[src/rtl/cnn_avgp_pkg.sv]
// Shared types, default geometry and width helper for the 3x3 average-pool sequencer.
package cnn_avgp_pkg;

  typedef enum logic [1:0] {
    ST_IDLE  = 2'd0,
    ST_READ  = 2'd1,
    ST_DRAIN = 2'd2,
    ST_DONE  = 2'd3
  } avgp_ctrl_state_t;

  localparam int DEF_DATA_WIDTH     = 32;
  localparam int DEF_IMAGE_WIDTH    = 16;
  localparam int DEF_IMAGE_HEIGHT   = 16;
  localparam int DEF_CHANNEL_NUM_IN = 4;

  localparam int IMAGE_SIZE = DEF_IMAGE_WIDTH * DEF_IMAGE_HEIGHT;
  localparam int TOTAL_IN   = DEF_CHANNEL_NUM_IN * IMAGE_SIZE;
  localparam int TOTAL_OUT  = DEF_CHANNEL_NUM_IN * IMAGE_SIZE;
  localparam int AW         = $clog2(TOTAL_IN);
  localparam int OW         = $clog2(TOTAL_OUT);

  // Index width for n distinct values, never narrower than one bit.
  function automatic int idx_width(input int n);
    return (n > 1) ? $clog2(n) : 1;
  endfunction

endpackage

[src/rtl/cnn_frame_counter.sv]
// Saturating pixel counter with a per-group (channel) index and a terminal-count flag.
module cnn_frame_counter
  import cnn_avgp_pkg::*;
#(
  parameter int MAX_COUNT = 1023,
  parameter int TC_VALUE  = 1023,
  parameter int GROUP     = 256,
  parameter int GROUPS    = 4,
  localparam int CW = $clog2(MAX_COUNT + 1),
  localparam int PW = idx_width(GROUP),
  localparam int GW = idx_width(GROUPS)
) (
  input  logic          clk,
  input  logic          reset,
  input  logic          clear,
  input  logic          inc,
  output logic [CW-1:0] count,
  output logic [GW-1:0] group,
  output logic          tc
);

  logic [PW-1:0] pix;

  // Count advances until MAX_COUNT; group index saturates at the last group.
  always_ff @(posedge clk or posedge reset) begin
    if (reset) begin
      count <= '0;
      pix   <= '0;
      group <= '0;
    end else if (clear) begin
      count <= '0;
      pix   <= '0;
      group <= '0;
    end else if (inc && (count != CW'(MAX_COUNT))) begin
      count <= count + 1'b1;
      if (pix == PW'(GROUP - 1)) begin
        pix <= '0;
        if (group != GW'(GROUPS - 1)) begin
          group <= group + 1'b1;
        end
      end else begin
        pix <= pix + 1'b1;
      end
    end
  end

  assign tc = (count == CW'(TC_VALUE));

endmodule

[src/rtl/cnn_avgp_3x3_ctrl.sv]
// Run sequencer for the 3x3 average pool: streams the input buffer into the pool,
// collects pool outputs into the output buffer, and guards the drain with a watchdog.
module cnn_avgp_3x3_ctrl
  import cnn_avgp_pkg::*;
#(
  parameter int DATA_WIDTH      = DEF_DATA_WIDTH,
  parameter int IMAGE_WIDTH     = DEF_IMAGE_WIDTH,
  parameter int IMAGE_HEIGHT    = DEF_IMAGE_HEIGHT,
  parameter int CHANNEL_NUM_IN  = DEF_CHANNEL_NUM_IN,
  parameter int OUT_PER_CHANNEL = IMAGE_WIDTH * IMAGE_HEIGHT,
  parameter int DRAIN_TIMEOUT   = 1024,
  localparam int IMG_SIZE = IMAGE_WIDTH * IMAGE_HEIGHT,
  localparam int N_IN     = CHANNEL_NUM_IN * IMG_SIZE,
  localparam int N_OUT    = CHANNEL_NUM_IN * OUT_PER_CHANNEL,
  localparam int RD_AW    = $clog2(N_IN),
  localparam int WR_OW    = $clog2(N_OUT),
  localparam int CH_W     = idx_width(CHANNEL_NUM_IN)
) (
  input  logic                  clk,
  input  logic                  reset,
  input  logic                  start,
  output logic                  busy,
  output logic                  done,
  output logic                  error,
  output logic [CH_W-1:0]       cur_channel,
  output logic                  mem_rd_en,
  output logic [RD_AW-1:0]      mem_rd_addr,
  input  logic [DATA_WIDTH-1:0] mem_rd_data,
  output logic                  pool_valid_in,
  output logic [DATA_WIDTH-1:0] pool_pxl_in,
  input  logic                  pool_valid_out,
  input  logic [DATA_WIDTH-1:0] pool_pxl_out,
  output logic                  out_wr_en,
  output logic [WR_OW-1:0]      out_wr_addr,
  output logic [DATA_WIDTH-1:0] out_wr_data
);

  localparam int WR_CW = $clog2(N_OUT + 1);
  localparam int WD_W  = $clog2(DRAIN_TIMEOUT + 1);

  avgp_ctrl_state_t  state;
  logic [WD_W-1:0]   wd;
  logic [WR_CW-1:0]  wr_cnt;
  logic [CH_W-1:0]   wr_group_unused;
  logic              start_ok;
  logic              rd_last;
  logic              wr_full;
  logic              wr_room;
  logic              collect_ok;

  assign start_ok   = (state == ST_IDLE) && start;
  assign wr_room    = (wr_cnt < WR_CW'(N_OUT));
  assign collect_ok = pool_valid_out && wr_room &&
                      ((state == ST_READ) || (state == ST_DRAIN));

  cnn_frame_counter #(
    .MAX_COUNT (N_IN - 1),
    .TC_VALUE  (N_IN - 1),
    .GROUP     (IMG_SIZE),
    .GROUPS    (CHANNEL_NUM_IN)
  ) u_rd_cnt (
    .clk   (clk),
    .reset (reset),
    .clear (start_ok),
    .inc   (state == ST_READ),
    .count (mem_rd_addr),
    .group (cur_channel),
    .tc    (rd_last)
  );

  cnn_frame_counter #(
    .MAX_COUNT (N_OUT),
    .TC_VALUE  (N_OUT),
    .GROUP     (OUT_PER_CHANNEL),
    .GROUPS    (CHANNEL_NUM_IN)
  ) u_wr_cnt (
    .clk   (clk),
    .reset (reset),
    .clear (start_ok),
    .inc   (collect_ok),
    .count (wr_cnt),
    .group (wr_group_unused),
    .tc    (wr_full)
  );

  // The memory's output register is the feed stage, so data aligns with pool_valid_in.
  assign pool_pxl_in = pool_valid_in ? mem_rd_data : '0;

  // Run FSM with registered handshake, feed-valid and collect outputs.
  always_ff @(posedge clk or posedge reset) begin
    if (reset) begin
      state         <= ST_IDLE;
      busy          <= 1'b0;
      done          <= 1'b0;
      error         <= 1'b0;
      mem_rd_en     <= 1'b0;
      pool_valid_in <= 1'b0;
      out_wr_en     <= 1'b0;
      out_wr_addr   <= '0;
      out_wr_data   <= '0;
      wd            <= '0;
    end else begin
      done          <= 1'b0;
      out_wr_en     <= 1'b0;
      pool_valid_in <= mem_rd_en;
      if (collect_ok) begin
        out_wr_en   <= 1'b1;
        out_wr_addr <= wr_cnt[WR_OW-1:0];
        out_wr_data <= pool_pxl_out;
      end
      // Outputs with no run to absorb them, or beyond the frame, are flagged.
      if (pool_valid_out && ((state == ST_IDLE) || !wr_room)) begin
        error <= 1'b1;
      end
      case (state)
        ST_IDLE: begin
          if (start) begin
            state     <= ST_READ;
            busy      <= 1'b1;
            error     <= 1'b0;
            mem_rd_en <= 1'b1;
          end
        end
        ST_READ: begin
          if (rd_last) begin
            state     <= ST_DRAIN;
            mem_rd_en <= 1'b0;
            wd        <= '0;
          end
        end
        ST_DRAIN: begin
          if (wr_full) begin
            state <= ST_DONE;
            done  <= 1'b1;
            busy  <= 1'b0;
          end else if (wd == WD_W'(DRAIN_TIMEOUT)) begin
            state <= ST_DONE;
            done  <= 1'b1;
            busy  <= 1'b0;
            error <= 1'b1;
          end else begin
            wd <= wd + 1'b1;
          end
        end
        ST_DONE: begin
          state <= ST_IDLE;
        end
        default: begin
          state <= ST_IDLE;
        end
      endcase
    end
  end

endmodule

[config.mk]
export PLATFORM = sky130hd
export DESIGN_NAME = cnn_avgp_3x3_ctrl
export DESIGN_NICKNAME = d
export VERILOG_FILES = /design/src/rtl/cnn_avgp_pkg.sv /design/src/rtl/cnn_frame_counter.sv /design/src/rtl/cnn_avgp_3x3_ctrl.sv
export SDC_FILE = /design/constraint.sdc
export NUM_CORES = 1
export LEC_CHECK = 0
export CAP_MARGIN = 25
export CORE_ASPECT_RATIO = 0.6
export CORE_MARGIN = 2
export CORE_UTILIZATION = 45
export CTS_CLUSTER_SIZE = 8
export DETAILED_ROUTE_END_ITERATION = 10
export HOLD_SLACK_MARGIN = 0.12
export PLACE_DENSITY = 0.8
export SETUP_SLACK_MARGIN = 0.15
export SYNTH_ARGS = -nofsm -noshare
export SYNTH_HDL_FRONTEND = slang
export SYNTH_SLANG_ARGS = --single-unit
export TNS_END_PERCENT = 20
[constraint.sdc]
create_clock -name clk -period 3.4 [get_ports clk]
set_input_delay 0.34 -clock clk [delete_from_list [all_inputs] [get_ports clk]]
set_output_delay 0.34 -clock clk [all_outputs]
set_load 0.01 [all_outputs]
==> results of run 1 <==
-- worst min-delay path, cell delays in order --
cell	delay (ns)
clkdlybuf4s50_1	0.41
clkinv_2	0.06
buf_12	0.36
-- registers in the layout (all words and copies together) (netlist names) --
register,flops
pool_valid_in,1
out_wr_addr,10
u_rd_cnt.count,10
error,1
wd,11
done,1
busy,1
out_wr_en,1
u_rd_cnt.pix,8
u_rd_cnt.group,2
out_wr_data,32
state,2
mem_rd_en,1
u_wr_cnt.count,11
-- logic make-up (layout without fill, tap and decap cells) --
logic type,count (synthesis),count (layout),share of synthesized area
AO/OA/AOI/OAI,52,52,0.0771
XOR/XNOR,18,18,0.0355
adder cells (fa/ha/maj),11,11,0.0310
buffers and inverters,35,195,0.0307
flip-flops,92,92,0.518
multiplexers,2,2,0.00479
AND/OR/NAND/NOR,289,289,0.303
-- metal layers --
layer	wire (µm)	vias to the layer above	global-route usage
met2	5410	175	0.375
met4	123	0	0.0710
met1	5490	1967	0.307
met3	984	11	0.0687
met5	0	-	0
li1	-	1959	-
-- cell type report --
type	instances	share of cell area
tap	135	0.0261
clock buffer	10	0.0354
sequential	92	0.356
clock inverter	6	0.00852
multi-input combinational	372	0.310
timing repair buffer	164	0.254
inverter	15	0.00891
-- stage by stage --
stage               hold WS, ns  setup WS, ns
floorplan                 0.445         0.668
global placement          0.434         0.981
detailed placement        0.456         0.832
CTS                       0.443         0.811
global route              0.485         0.500
finish                    0.396         0.740
-- power by group --
part           internal, mW  leakage [nW]  total, mW  switching [mW]
Sequential             1.40          1.20       1.65           0.246
Combinational          1.04          1.59       2.15            1.11
Clock                 0.511         0.134      0.959           0.448
Total                  2.95          2.92       4.76            1.81
-- worst min-delay path by stage --
stage                     slack (ns)             startpoint  cells after the start                            end
final                           0.40                  reset                      3              wd[6]$_DFFE_PP0P_
after detailed placement        0.46  mem_rd_en$_DFFE_PP0P_                      0        pool_valid_in$_DFF_PP0_
after CTS                       0.44                  reset                      3  u_rd_cnt.count[2]$_DFFE_PP0P_
after floorplan                 0.45        pool_pxl_out[0]                      2     out_wr_data[0]$_DFFE_PP0N_
after global routing            0.48                  reset                      3  u_rd_cnt.count[2]$_DFFE_PP0P_
after global placement          0.43  mem_rd_en$_DFFE_PP0P_                      0        pool_valid_in$_DFF_PP0_
-- placed cells by master (no fill, tap or decap), types with 4 or more instances in the layout --
master / synthesis / routed
xnor2_1: 6 / 6
dfrtp_1: 92 / 92
clkdlybuf4s50_1: 0 / 159
and3_1: 4 / 4
inv_1: 14 / 13
ha_1: 11 / 11
nor3_1: 7 / 7
a21oi_1: 9 / 9
xor2_1: 12 / 12
o21ai_0: 16 / 16
a31oi_1: 6 / 6
and2_1: 33 / 33
buf_4: 1 / 4
nor2_1: 34 / 34
nor2b_1: 4 / 4
nand4_1: 14 / 14
nand3_1: 14 / 14
clkbuf_16: 0 / 9
nor4_1: 4 / 4
nand2_1: 158 / 158
==> key figures, run 1 <==
Cells and area
  • Share of post-route cells with drive strength above 1: 0.0501
  • Final Non-Filler Cells: 794
  • Sequential cell area: between 2000 and 2500 µm²
  • Footprint of the multi-input gates: ~2000 µm²
  • Layout area overhead: 45.4%
  • Fillcell total: slightly below 800
  • Design Area, Final: 6460 µm²
  • Antenna cells: 0
  • Finished Core Util: 0.663
  • Final net count: 733

Clock network
  • Post-CTS Setup Bufs: 0
  • Worst-Skew Late Latency: around 0.34 ns
  • Cts bufs inserted: 9
  • Resize count post-CTS: 0
  • CTS H-Tree Depth: 3
  • Longest Clk Path Bufs: 2
  • Clock sink total: 92
  • CTS root buffer: clkbuf_16
  • CTS Hold Bufs: 0
  • TritonCTS clock tree: done
  • Worst-path clk slew: ~0.070 ns

STA
  • TNS Setup: 0 ns
  • Slew Limit Fails: 0
  • Setup-failing EPs final: 0
  • Min Tclk post-route: ~2.7 ns
  • Hold Vio Cnt, Final: 0
  • Top achievable clock speed: 376 MHz
  • RSZ-0062 raised after global routing: false
  • Least-Margin Pin Slew: 0.914 ns
  • Clock skew: 0.00940 ns
  • Crit share post-route: 0.782
  • Slew HR: 0.387

Yosys
  • Synthesized instance count: around 500
  • Distinct cell type count after synthesis: 53
  • Synth cell count leaders: nand2_1 (158), dfrtp_1 (92), nor2_1 (34), and2_1 (33)
  • Mean Syn Cell Area: approximately 8.9 µm²
  • Register area share after synthesis: 0.518
  • EDFF count, synth: 0
  • Synth async-reset ratio: 1.00
  • Total of warnings raised by yosys: 0
  • Ranking of synthesized cells by area: dfrtp_1 (52%), nand2_1 (13%), and2_1 (4.6%)
  • Syn nets: ~580
  • Synth top area share: 0.518
  • Most frequent cell after synthesis: nand2_1
  • Synth Cell Area: 4440 µm²
  • Primary FF master, synth: dfrtp_1
  • Flops & latches, synth: 92
  • Yosys top cell by area: dfrtp_1

Floorplan
  • Total I/O pin count: 160
  • # rows: 28
  • Die width: 132 µm
  • Initial Util: 0.456
  • Die area: 10700 µm²
  • CORE AREA: approximately 10000 µm²
  • Die H: around 81 µm

Place
  • Post-Place Cells: approximately 780
  • Detailed placer's ending HPWL: between 8000 and 9000 µm
  • Dpl cell area: 6180 µm²
  • # port buffers: 159
  • Placer congestion estimate: ~0.89

Global routing
  • Vias in the first global route: between 4000 and 5000
  • Total GRT Usage: 0.232
  • Total congestion overflow: 0
  • Largest net degree at the start of global routing: 93
  • Initial antenna violation count: 0
  • First-pass GRT wire length: ~20000 µm

Setup path
  • Crit path buffers/inverters: 0
  • CP max stage delay: approximately 0.82 ns
  • Crit path max fanout: 11
  • WP depth: 6
  • Worst r2r src: u_rd_cnt.count[0]$_DFFE_PP0P_
  • Reg2reg path depth: 6
  • Crit path kind: reg2reg
  • Crit path max-delay family: compound AO/OA/AOI/OAI gates
  • WP data arrival: around 2.9 ns
  • CP Cell Sequence: ha_1, nand3_1, o31ai_2, o21ai_1, nor2_2, a31oi_1
  • Worst reg2reg endpoint: wd[2]$_DFFE_PP0P_
  • Worst setup path start: u_rd_cnt.count[0]$_DFFE_PP0P_
  • CP startpoint kind: flop
  • Crit end category: flop
  • CP max stage cell: o31ai_2
  • Critical Path End: wd[2]$_DFFE_PP0P_
  • Worst path required time: 3.61 ns
  • Reg-to-reg slack, setup: ~0.74 ns

Power and ir drop
  • Overall Power: between 4 and 5 mW
  • Max VDD drop: between 400 and 500 µV
  • Leak pwr: 2.92 nW
  • Cell Pwr Density: around 740 nW/µm²

Run
  • Total of max-cap violations: 0

Min path
  • Class of the worst hold path: in2async

Outcome
  • Status: finished, final reports clean

Routing
  • Wire per inst: approximately 15 µm
  • Vias: slightly above 4000
  • Drt first pass iters: 5
  • # DRC: 0
  • Post-route antenna net violation count: 0
  • DR iter-0 viols: 328
  • Vias per inst: roughly 5.2
  • Total wire length: between 10000 and 15000 µm
No activity file was read; power rests on OpenSTA's default activity.
==> run 2: changes to the inputs <==
--- a/config.mk
+++ b/config.mk
@@ -8,11 +8,11 @@
 export CAP_MARGIN = 25
 export CORE_ASPECT_RATIO = 0.6
 export CORE_MARGIN = 2
-export CORE_UTILIZATION = 45
+export CORE_UTILIZATION = 41
 export CTS_CLUSTER_SIZE = 8
 export DETAILED_ROUTE_END_ITERATION = 10
 export HOLD_SLACK_MARGIN = 0.12
-export PLACE_DENSITY = 0.8
+export PLACE_DENSITY = 0.77
 export SETUP_SLACK_MARGIN = 0.15
 export SYNTH_ARGS = -nofsm -noshare
 export SYNTH_HDL_FRONTEND = slang
==> constraint.sdc (replaced) <==
create_clock -name clk -period 2.4 [get_ports clk]
set_input_delay 0.24 -clock clk [delete_from_list [all_inputs] [get_ports clk]]
set_output_delay 0.24 -clock clk [all_outputs]
set_load 0.01 [all_outputs]
==> run 2 against run 1 <==
Routed wire length rose by 1.1%. Clock skew fell by 0.0021 ns. Power rose by 45%. Sequential power rose by 42%. Sequential share of layout area fell by 0.25 points. Maximum frequency rose by 26%. Combinational power rose by 44%. Utilization fell by 4.7 points. Critical path depth rose by 1. Sequential cell count did not move. Die area rose by 9.4%. Largest power group unchanged. Count of clock-buffer cells in the layout did not move.
==> key figures, run 2 (synthesized netlist as in run 1, its figures left out) <==
Setup path
  • CP max stage cell: nor4_1
  • WP data arrival: about 2.3 ns
  • CP Cell Sequence: ha_1, nand3_1, o31ai_2, buf_4, nor4_1, mux2i_1, nor2_1
  • Crit path max fanout: 11
  • CP max stage delay: roughly 0.55 ns
  • Crit end category: flop
  • CP startpoint kind: flop
  • Worst path required time: 2.63 ns
  • Crit path kind: reg2reg
  • Reg2reg path depth: 7

Clock network
  • Post-CTS Setup Bufs: 0
  • CTS H-Tree Depth: 3
  • Cts bufs inserted: 9
  • Worst-Skew Late Latency: approximately 0.35 ns
  • Clock sink total: 92
  • CTS Hold Bufs: 0
  • Worst-path clk slew: about 0.060 ns
  • Resize count post-CTS: 0
  • TritonCTS clock tree: done
  • CTS root buffer: clkbuf_16
  • Longest Clk Path Bufs: 2

STA
  • Min Tclk post-route: 2.11 ns
  • Setup-failing EPs final: 0
  • Least-Margin Pin Slew: 0.594 ns
  • Worst hold margin: 0.391 ns
  • TNS Setup: 0 ns
  • Clock skew: roughly 0.0073 ns
  • Top achievable clock speed: between 400 and 500 MHz
  • Slew Limit Fails: 0
  • Hold Vio Cnt, Final: 0
  • Slew HR: 0.600
  • RSZ-0062 raised after global routing: false
  • Crit share post-route: 0.880

Cells and area
  • Layout area overhead: 46.5%
  • Most frequent cells in the layout: clkdlybuf4s50_1 (159), nand2_1 (158), dfrtp_1 (91), nor2_1 (34), and2_1 (33)
  • Final Non-Filler Cells: 801
  • Top reg by flops: out_wr_data
  • Final net count: around 740
  • Antenna cells: 0
  • Max reg flops: 32
  • Share of post-route cells with drive strength above 1: 0.0559
  • Leading registers by flop count: out_wr_data x32, u_wr_cnt.count x11, wd x11
  • Most common cell after layout, fill and taps aside: clkdlybuf4s50_1

Power and ir drop
  • Seq pwr share: 0.341
  • Sw frac: 0.374
  • Leak pwr: roughly 2.9 nW
  • Internal power: 4.31 mW
  • Psw: between 2 and 3 mW
  • Clock power frac: 0.210
  • Comb pwr share: 0.449
  • Overall Power: roughly 6.9 mW
  • Cell Pwr Density: around 1100 nW/µm²
  • Max VDD drop: approximately 540 µV

Global routing
  • Total GRT Usage: 0.214
  • Vias in the first global route: about 4000
  • Initial antenna violation count: 0
  • Largest net degree at the start of global routing: a little over 90
  • First-pass GRT wire length: roughly 20000 µm
  • Total congestion overflow: 0

Place
  • Placer congestion estimate: roughly 0.87
  • # port buffers: about 160
  • Post-Place Cells: around 790
  • Detailed placer's ending HPWL: ~8600 µm

Routing
  • Total wire length: around 12000 µm
  • Vias per inst: between 5 and 6
  • # DRC: 0
  • Post-route antenna net violation count: 0
  • DR iter-0 viols: roughly 330
  • Drt first pass iters: 5
  • Wire per inst: ~15 µm
  • Vias: around 4100

Run
  • Total of max-cap violations: 0

Floorplan
  • Die width: ~140 µm
  • Die area: roughly 12000 µm²
  • CORE AREA: about 11000 µm²
  • Die H: between 80 and 90 µm
  • Total I/O pin count: 160
  • Initial Util: 0.421
  • # rows: 29

Outcome
  • Status: finished, final reports clean

Min path
  • Class of the worst hold path: in2async
[run 2: cell types whose count changed in the layout (fill, tap and decap cells not counted), sizes merged]
cell    before  now
inv         18   16
clkinv       1    2
bufinv       0    1
buf          5    8
[run 2: critical path, delay by kind of cell (launching register included)]
kind | cells | cell delay, ns
and+or+nand+nor | 3 | 0.79
DFF | 1 | 0.42
adders and majority gates | 1 | 0.26
muxes | 1 | 0.26
buffers and inverters | 1 | 0.19
AOI/OAI and AO/OA | 1 | 0.09
[run 2: worst paths after layout]
| check | startpoint | end | slack [ns] |
|---|---|---|---|
| worst min register to register | mem_rd_en$_DFFE_PP0P_ | pool_valid_in$_DFF_PP0_ | 0.46 |
| max in group asynchronous | reset | pool_valid_in$_DFF_PP0_ | 1.64 |
| worst max-delay path | u_rd_cnt.count[0]$_DFFE_PP0P_ | u_rd_cnt.group[1]$_DFFE_PP0P_ | 0.29 |
| min in group clk | pool_pxl_out[12] | out_wr_data[12]$_DFFE_PP0N_ | 0.41 |
| worst min-delay path | reset | out_wr_data[3]$_DFFE_PP0N_ | 0.39 |
| worst max register to register | u_rd_cnt.count[0]$_DFFE_PP0P_ | u_rd_cnt.group[1]$_DFFE_PP0P_ | 0.29 |
[run 2: through the flow]
stage / instance area [µm²] / util / setup slack (ns)
floorplan: 4450 / - / 0.513
global placement: 6210 / 0.588 / 0.439
detailed placement: 6210 / 0.588 / 0.315
CTS: 6510 / 0.616 / 0.236
global route: 6510 / 0.616 / 0.152
finish: 6510 / 0.616 / 0.289
[run 2: per-layer routing]
layer  vias up  global-route usage  share of wire
met5         -                   0              0
met2       161               0.340           0.45
met1      1966               0.294           0.47
met4         0              0.0547          0.010
li1       1963                   -              -
met3        16              0.0576          0.068
[run 2: final cells by class]
| class | instances | area, µm² |
|---|---|---|
| Timing Repair Buffer | 167 | 1660 |
| Inverter | 15 | 60.1 |
| Fill cell | 858 | 4050 |
| Tap cell | 139 | 174 |
| Clock inverter | 6 | 72.6 |
| Clock buffer | 10 | 229 |
| Multi-Input combinational cell | 372 | 2010 |
| Sequential cell | 92 | 2300 |
[run 2: power by group through the flow]
stage	sequential [mW]	clock (mW)	combinational, mW
6_report	2.35	1.44	3.09
5_1_grt	2.42	1.53	3.39
4_1_cts	2.35	1.47	3.11
3_5_place_dp	2.36	0	3.07
3_3_place_gp	2.33	0	2.99
2_1_floorplan	2.43	0	1.46
